**config.mk**
```make
export PLATFORM = sky130hd
export DESIGN_NAME = instr_encoder
export DESIGN_NICKNAME = d
export VERILOG_FILES = /design/src/rtl/cpu_pkg.sv /design/src/rtl/sync_fifo.sv /design/src/rtl/instr_encoder.sv
export SDC_FILE = /design/constraint.sdc
export NUM_CORES = 1
export LEC_CHECK = 0
export BUFFER_PORTS_ARGS = -buffer_cell sky130_fd_sc_hd__buf_2
export CORE_MARGIN = 2
export CORE_UTILIZATION = 50
export CTS_CLUSTER_DIAMETER = 50
export DETAILED_ROUTE_END_ITERATION = 8
export PLACE_DENSITY = 0.85
export SLEW_MARGIN = 20
export SYNTH_ARGS = -nofsm -noshare
export SYNTH_HDL_FRONTEND = slang
export SYNTH_HIERARCHICAL = 1
export SYNTH_SLANG_ARGS = --single-unit
```
**constraint.sdc**
```tcl
create_clock -name clk -period 2.74 [get_ports clk]
set_input_delay 0.548 -clock clk [delete_from_list [all_inputs] [get_ports clk]]
set_output_delay 0.548 -clock clk [all_outputs]
set_load 0.005 [all_outputs]
```
**src/rtl/cpu_pkg.sv**
```systemverilog
// Shared CPU definitions: request kinds, opcodes, instruction field positions
// and the encode helpers used by the encoder and the control decoder.
package cpu_pkg;

  typedef enum logic [2:0] {
    KIND_R     = 3'd0,
    KIND_ADDIU = 3'd1,
    KIND_SUBIU = 3'd2,
    KIND_SW    = 3'd3,
    KIND_LW    = 3'd4
  } req_kind_e;

  localparam logic [5:0] OPC_R     = 6'b000000;
  localparam logic [5:0] OPC_ADDIU = 6'b001100;
  localparam logic [5:0] OPC_SUBIU = 6'b001101;
  localparam logic [5:0] OPC_SW    = 6'b010000;
  localparam logic [5:0] OPC_LW    = 6'b010001;

  localparam int OPC_MSB   = 31;
  localparam int OPC_LSB   = 26;
  localparam int RS_MSB    = 25;
  localparam int RS_LSB    = 21;
  localparam int RT_MSB    = 20;
  localparam int RT_LSB    = 16;
  localparam int RD_MSB    = 15;
  localparam int RD_LSB    = 11;
  localparam int SHAMT_MSB = 10;
  localparam int SHAMT_LSB = 6;
  localparam int FUNCT_MSB = 5;
  localparam int FUNCT_LSB = 0;
  localparam int IMM_MSB   = 15;
  localparam int IMM_LSB   = 0;

  typedef enum logic {
    ST_IDLE  = 1'b0,
    ST_WRITE = 1'b1
  } wr_state_e;

  typedef struct packed {
    logic [2:0]  kind;
    logic [4:0]  rs;
    logic [4:0]  rt;
    logic [4:0]  rd;
    logic [4:0]  shamt;
    logic [5:0]  funct;
    logic [15:0] imm;
  } enc_req_t;

  function automatic logic kind_is_legal(input logic [2:0] kind);
    return kind <= 3'd4;
  endfunction

  function automatic logic [5:0] opcode_of(input logic [2:0] kind);
    logic [5:0] opc;
    case (kind)
      KIND_R:     opc = OPC_R;
      KIND_ADDIU: opc = OPC_ADDIU;
      KIND_SUBIU: opc = OPC_SUBIU;
      KIND_SW:    opc = OPC_SW;
      KIND_LW:    opc = OPC_LW;
      default:    opc = 6'b000000;
    endcase
    return opc;
  endfunction

  // Inverse mapping for the control decoder; unknown opcodes decode as R.
  function automatic logic [2:0] kind_of_opcode(input logic [5:0] opc);
    logic [2:0] kind;
    case (opc)
      OPC_ADDIU: kind = KIND_ADDIU;
      OPC_SUBIU: kind = KIND_SUBIU;
      OPC_SW:    kind = KIND_SW;
      OPC_LW:    kind = KIND_LW;
      default:   kind = KIND_R;
    endcase
    return kind;
  endfunction

  function automatic logic [31:0] encode_instr(input enc_req_t r);
    logic [31:0] word;
    word = '0;
    word[OPC_MSB:OPC_LSB] = opcode_of(r.kind);
    word[RS_MSB:RS_LSB]   = r.rs;
    word[RT_MSB:RT_LSB]   = r.rt;
    if (r.kind == KIND_R) begin
      word[RD_MSB:RD_LSB]       = r.rd;
      word[SHAMT_MSB:SHAMT_LSB] = r.shamt;
      word[FUNCT_MSB:FUNCT_LSB] = r.funct;
    end else begin
      word[IMM_MSB:IMM_LSB] = r.imm;
    end
    return word;
  endfunction

endpackage

```
**src/rtl/sync_fifo.sv**
```systemverilog
// Single-clock FIFO with a combinational head word and an occupancy count.
// Push is refused when full and pop when empty; clear flushes on the edge.
module sync_fifo #(
  parameter int WIDTH = 32,
  parameter int DEPTH = 4
) (
  input  logic                     clk,
  input  logic                     rst,
  input  logic                     clear,
  input  logic                     push,
  input  logic [WIDTH-1:0]         push_data,
  input  logic                     pop,
  output logic [WIDTH-1:0]         head_data,
  output logic                     full,
  output logic                     empty,
  output logic [$clog2(DEPTH):0]   count
);

  localparam int AW = $clog2(DEPTH);
  localparam logic [AW:0] FULL_CNT = (AW + 1)'(DEPTH);

  logic [WIDTH-1:0] mem_q [DEPTH];
  logic [AW-1:0]    wr_ptr_q, wr_ptr_d;
  logic [AW-1:0]    rd_ptr_q, rd_ptr_d;
  logic [AW:0]      count_q, count_d;
  logic             do_push, do_pop;

  assign full      = (count_q == FULL_CNT);
  assign empty     = (count_q == '0);
  assign count     = count_q;
  assign head_data = mem_q[rd_ptr_q];

  assign do_push = push && !full && !clear;
  assign do_pop  = pop && !empty && !clear;

  always_comb begin
    wr_ptr_d = wr_ptr_q;
    rd_ptr_d = rd_ptr_q;
    count_d  = count_q;
    if (clear) begin
      wr_ptr_d = '0;
      rd_ptr_d = '0;
      count_d  = '0;
    end else begin
      if (do_push) wr_ptr_d = wr_ptr_q + AW'(1);
      if (do_pop)  rd_ptr_d = rd_ptr_q + AW'(1);
      case ({do_push, do_pop})
        2'b10:   count_d = count_q + (AW + 1)'(1);
        2'b01:   count_d = count_q - (AW + 1)'(1);
        default: count_d = count_q;
      endcase
    end
  end

  always_ff @(posedge clk or posedge rst) begin
    if (rst) begin
      wr_ptr_q <= '0;
      rd_ptr_q <= '0;
      count_q  <= '0;
    end else begin
      wr_ptr_q <= wr_ptr_d;
      rd_ptr_q <= rd_ptr_d;
      count_q  <= count_d;
    end
  end

  // Storage carries no reset; entries are only read once counted valid.
  always_ff @(posedge clk) begin
    if (do_push) mem_q[wr_ptr_q] <= push_data;
  end

endmodule

```
**src/rtl/instr_encoder.sv**
```systemverilog
// Encodes instruction requests into 32-bit words, buffers them and writes
// them to instruction memory at consecutive word addresses from BASE_ADDR.
module instr_encoder
  import cpu_pkg::*;
#(
  parameter int          DEPTH     = 4,
  parameter logic [31:0] BASE_ADDR = 32'h0000_0000
) (
  input  logic        clk,
  input  logic        rst,
  input  logic        clear,
  input  logic        req_valid,
  output logic        req_ready,
  input  logic [2:0]  req_kind,
  input  logic [4:0]  req_rs,
  input  logic [4:0]  req_rt,
  input  logic [4:0]  req_rd,
  input  logic [4:0]  req_shamt,
  input  logic [5:0]  req_funct,
  input  logic [15:0] req_imm,
  output logic        im_wr_en,
  output logic [31:0] im_addr,
  output logic [31:0] im_wr_data,
  input  logic        im_busy,
  output logic        err,
  output logic [15:0] wr_count
);

  localparam int CW = $clog2(DEPTH) + 1;

  wr_state_e   state_q, state_d;
  logic [31:0] addr_q, addr_d;
  logic        err_q, err_d;
  logic [15:0] wr_count_q, wr_count_d;

  enc_req_t    req;
  logic [31:0] enc_word;
  logic        kind_ok, accept, push, commit, last_word;
  logic        fifo_full, fifo_empty;
  logic [31:0] fifo_head;
  logic [CW-1:0] fifo_count;

  assign req = '{kind: req_kind, rs: req_rs, rt: req_rt, rd: req_rd,
                 shamt: req_shamt, funct: req_funct, imm: req_imm};
  assign enc_word = encode_instr(req);
  assign kind_ok  = kind_is_legal(req_kind);

  // No bypass: a pop in the same cycle never frees a slot for a full FIFO.
  assign req_ready = !fifo_full && !clear;
  assign accept    = req_valid && req_ready;
  assign push      = accept && kind_ok;
  assign commit    = (state_q == ST_WRITE) && !im_busy && !clear;
  assign last_word = (fifo_count == CW'(1)) && !push;

  sync_fifo #(
    .WIDTH (32),
    .DEPTH (DEPTH)
  ) u_fifo (
    .clk       (clk),
    .rst       (rst),
    .clear     (clear),
    .push      (push),
    .push_data (enc_word),
    .pop       (commit),
    .head_data (fifo_head),
    .full      (fifo_full),
    .empty     (fifo_empty),
    .count     (fifo_count)
  );

  always_ff @(posedge clk or posedge rst) begin
    if (rst) state_q <= ST_IDLE;
    else     state_q <= state_d;
  end

  always_comb begin
    state_d = state_q;
    if (clear) begin
      state_d = ST_IDLE;
    end else begin
      unique case (state_q)
        ST_IDLE:  if (!fifo_empty)          state_d = ST_WRITE;
        ST_WRITE: if (commit && last_word)  state_d = ST_IDLE;
        default:                            state_d = ST_IDLE;
      endcase
    end
  end

  always_comb begin
    im_wr_en   = 1'b0;
    im_wr_data = '0;
    if (state_q == ST_WRITE) begin
      im_wr_en   = 1'b1;
      im_wr_data = fifo_head;
    end
  end

  always_comb begin
    addr_d     = addr_q;
    err_d      = err_q;
    wr_count_d = wr_count_q;
    if (clear) begin
      addr_d     = BASE_ADDR;
      err_d      = 1'b0;
      wr_count_d = '0;
    end else begin
      if (commit) begin
        addr_d     = addr_q + 32'd4;
        wr_count_d = wr_count_q + 16'd1;
      end
      if (accept && !kind_ok) err_d = 1'b1;
    end
  end

  always_ff @(posedge clk or posedge rst) begin
    if (rst) begin
      addr_q     <= BASE_ADDR;
      err_q      <= 1'b0;
      wr_count_q <= '0;
    end else begin
      addr_q     <= addr_d;
      err_q      <= err_d;
      wr_count_q <= wr_count_d;
    end
  end

  assign im_addr  = addr_q;
  assign err      = err_q;
  assign wr_count = wr_count_q;

endmodule

```
==> metrics.md <==
| Metric | Value |
|---|---|
| Outcome | `finished clean` |
| Initial antenna violation count | `1` |
| Crit-path max FO | `12` |
| CP required | `~2200 ps` |
| Pwr Density | `574.6 nW/µm²` |
| # DRC | `0` |
| Tcrit/Tclk final | `90.46%` |
| Gr usage total | `between 20% and 30%` |
| Post-route ant nets | `0` |
| Worst skew pair latency | `430 ps` |
| Placeable Area | `15940 µm²` |
| Footprint of the multi-input gates | `2793 µm²` |
| Primary FF master, synth | `edfxtp_1` |
| Library cells used by synthesis | `58` |
| Clk sinks | `183` |
| # rows | `46` |
| Unrepaired setup endpoints after global routing | `false` |
| Root Driver | `clkbuf_16` |
| Post-Synthesis Cells | `563` |
| Flops & latches, synth | `183` |
| Fillers | `1173` |
| Nets@finish | `~770` |
| Worst-path clk slew | `approximately 70 ps` |
| Sequential cell area | `between 5000 and 6000 µm²` |
| MaxCap Viol Count | `0` |
| Hold Worst Slack | `86.12 ps` |
| Reg-to-Reg End | `im_addr[29]$_DFFE_PP0N_` |
| GRT overflow | `0` |
| Most numerous cell in the Yosys netlist | `edfxtp_1` |
| Largest buffer count on any clock path | `2` |
| Hold Buf Count CTS | `0` |
| IO buf count | `130` |
| Final hold vios | `0` |
| R2r setup slk | `420 ps` |
| TritonCTS Buffers | `17` |
| Clock Skews | `7.708 ps` |
| DR pass1 iterations | `5` |
| Synthesis-to-layout area growth | `20.18%` |
| Synth area leaders | `edfxtp_1 47%, dfrtp_1 17%, mux4_2 8.8%` |
| Crit path cell chain | `buf_4 > mux4_2 > and2_1 > buf_2` |
| Setup tns final | `0 ps` |
| Synthesized area | `between 8000 and 9000 µm²` |
| WL final | `17.49 mm` |
| Pins Over Slew Limit | `0` |
| CP max-delay cell | `mux4_2` |
| Reg-to-Reg Start | `im_addr[5]$_DFFE_PP0N_` |
| H-tree depth | `4` |
| Initial DRC count | `327` |
| Slew headroom | `between 40% and 50%` |
| Fmax | `approximately 400 MHz` |
| Post-synthesis sequential area ratio | `63.60%` |
| Min Tclk post-route | `roughly 2500 ps` |
| Critical Path Sink Type | `primary output` |
| Die W | `~130 µm` |
| Hold Crit Class | `in -> async` |
| Routability cong. | `0.7859` |
| Overall die area | `17460 µm²` |
| Starting density of the core | `between 50 and 60%` |
| Pin count of the biggest net entering global routing | `52` |
| CTS tree | `built` |
| Die H | `132.1 µm` |
| CTS resizes | `0` |
| DR vias/cell | `5.635` |
| First-pass GRT wire length | `28.38 mm` |
| Yosys top cell by area | `edfxtp_1` |
| Crit path launch type | `register` |
| Ys Warns | `6` |
| P_leak | `3.818 nW` |
| Post-synth top area share | `about 47%` |
| Worst-Margin Slew | `831.4 ps` |
| Worst reg-to-reg path cell count | `4` |
| Vias | `roughly 5300` |
| WS Path Type | `reg -> out` |
| Worst VDD drop | `0.4553 mV` |
| Drt wl/cell | `18.52 µm` |
| Async set or reset register ratio after synthesis | `30.05%` |
| DPL Wire Length | `11.62 mm` |
| EDFF count, synth | `128` |
| Vias in the first global route | `5438` |
| # Post-CTS Setup Buffers | `0` |
| Synth Area per Inst | `14.58 µm²` |
| CP arrival | `1930 ps` |
| Top cells by count, synth | `128 x edfxtp_1, 55 x dfrtp_1, 38 x and2_1` |
| Final number of setup-violating endpoints | `0` |
| Layout cells sized above 1 | `about a third` |
| Worst path max stage delay | `550 ps` |
| Io pins | `133` |
==> how the worst max path moves through the flow <==
stage | slack [ps] | endpoint | start | cells past startpoint
final | 260 | im_wr_data[21] | u_fifo/rd_ptr_q[0]$_DFFE_PP0P_ | 4
after global routing | 180 | im_wr_data[21] | u_fifo/rd_ptr_q[0]$_DFFE_PP0P_ | 4
after CTS | 210 | im_wr_data[21] | u_fifo/rd_ptr_q[0]$_DFFE_PP0P_ | 4
after detailed placement | 20 | u_fifo/count[1]$_DFFE_PP0P_ | req_kind[1] | 9
after global placement | 110 | u_fifo/count[1]$_DFFE_PP0P_ | req_kind[1] | 9
after floorplan | 30 | u_fifo/mem_q[0][0]$_DFFE_PP_ | req_kind[1] | 7
==> flip-flops by register name, summed over array words and instances (netlist names) <==
signal / count
u_fifo/wr_ptr_q: 2
u_fifo/count: 3
im_addr: 30
u_fifo/rd_ptr_q: 2
wr_count: 16
state_q: 1
u_fifo/mem_q: 128
err: 1
==> cell type report <==
cell class,instances,share of cell area (%)
clock buffers,17,4.313
diodes,1,0.02537
well taps,216,2.740
multi-input cells,344,28.31
repair buffers,156,9.462
inverters,12,0.4693
flip-flops and latches,183,52.93
clock inverters,15,1.750
==> cells by family (layout without fill, tap and decap cells) <==
group / Yosys count / in the layout / synth area share [%]
AO/OA/AOI/OAI: 60 / 60 / 4.604
XOR/XNOR: 24 / 24 / 2.561
adder cells (fa/ha/maj): 7 / 7 / 1.159
buffers and inverters: 45 / 200 / 2.912
flip-flops: 183 / 183 / 63.60
multiplexers: 55 / 55 / 11.91
other: 1 / 11 / 0.04569
AND/OR/NAND/NOR: 188 / 188 / 13.22
==> layer usage <==
layer | part of all wire (%) | track usage [%]
met5 | 0 | 0
met4 | 1.5 | 7.609
met3 | 6.3 | 4.729
met2 | 52 | 36.02
met1 | 40 | 25.97
==> report_power, final <==
part | total [W] | leakage [nW] | switching (W) | internal [W]
clock | 0.00245 | 0.289 | 0.00115 | 0.00131
combinational | 0.000214 | 1.61 | 0.000127 | 0.0000866
sequential | 0.00300 | 1.92 | 0.00000811 | 0.00299
total | 0.00567 | 3.82 | 0.00128 | 0.00439
==> stage by stage <==
stage | setup slack (ps) | power [W] | util, % | instances | area [µm²]
2_1_floorplan | 28.33 | 0.003172 | - | 572 | 8247
3_3_place_gp | 105.8 | 0.003258 | 58.10 | 911 | 9263
3_5_place_dp | 24.39 | 0.003272 | 58.10 | 911 | 9263
4_1_cts | 211.0 | 0.005716 | 61.85 | 943 | 9861
5_1_grt | 177.6 | 0.005854 | 61.86 | 943 | 9862
6_report | 261.5 | 0.005668 | 61.87 | 944 | 9864
==> cell usage in the layout (no fill, tap or decap), types with 7 or more instances in the layout <==
cell	count
buf_2	130
nor2b_1	7
mux2_2	18
nand4_1	8
or4_1	15
mux4_2	32
o21ai_0	11
clkbuf_16	17
a21oi_1	24
inv_1	10
buf_4	19
xor2_1	15
nor3_1	7
nand3_1	17
or3_1	8
dfrtp_1	54
nand2_1	19
and2_1	34
conb_1	10
o31ai_1	14
nor2_1	37
buf_12	7
xnor2_1	9
edfxtp_1	128
==> critical path: cells and delay by family (launching register included) <==
family        cells  cell delay [ps]
flops             1              390
mux               1              550
buf+inv           2              380
simple gates      1              170
(Power assumes the default switching activity.)
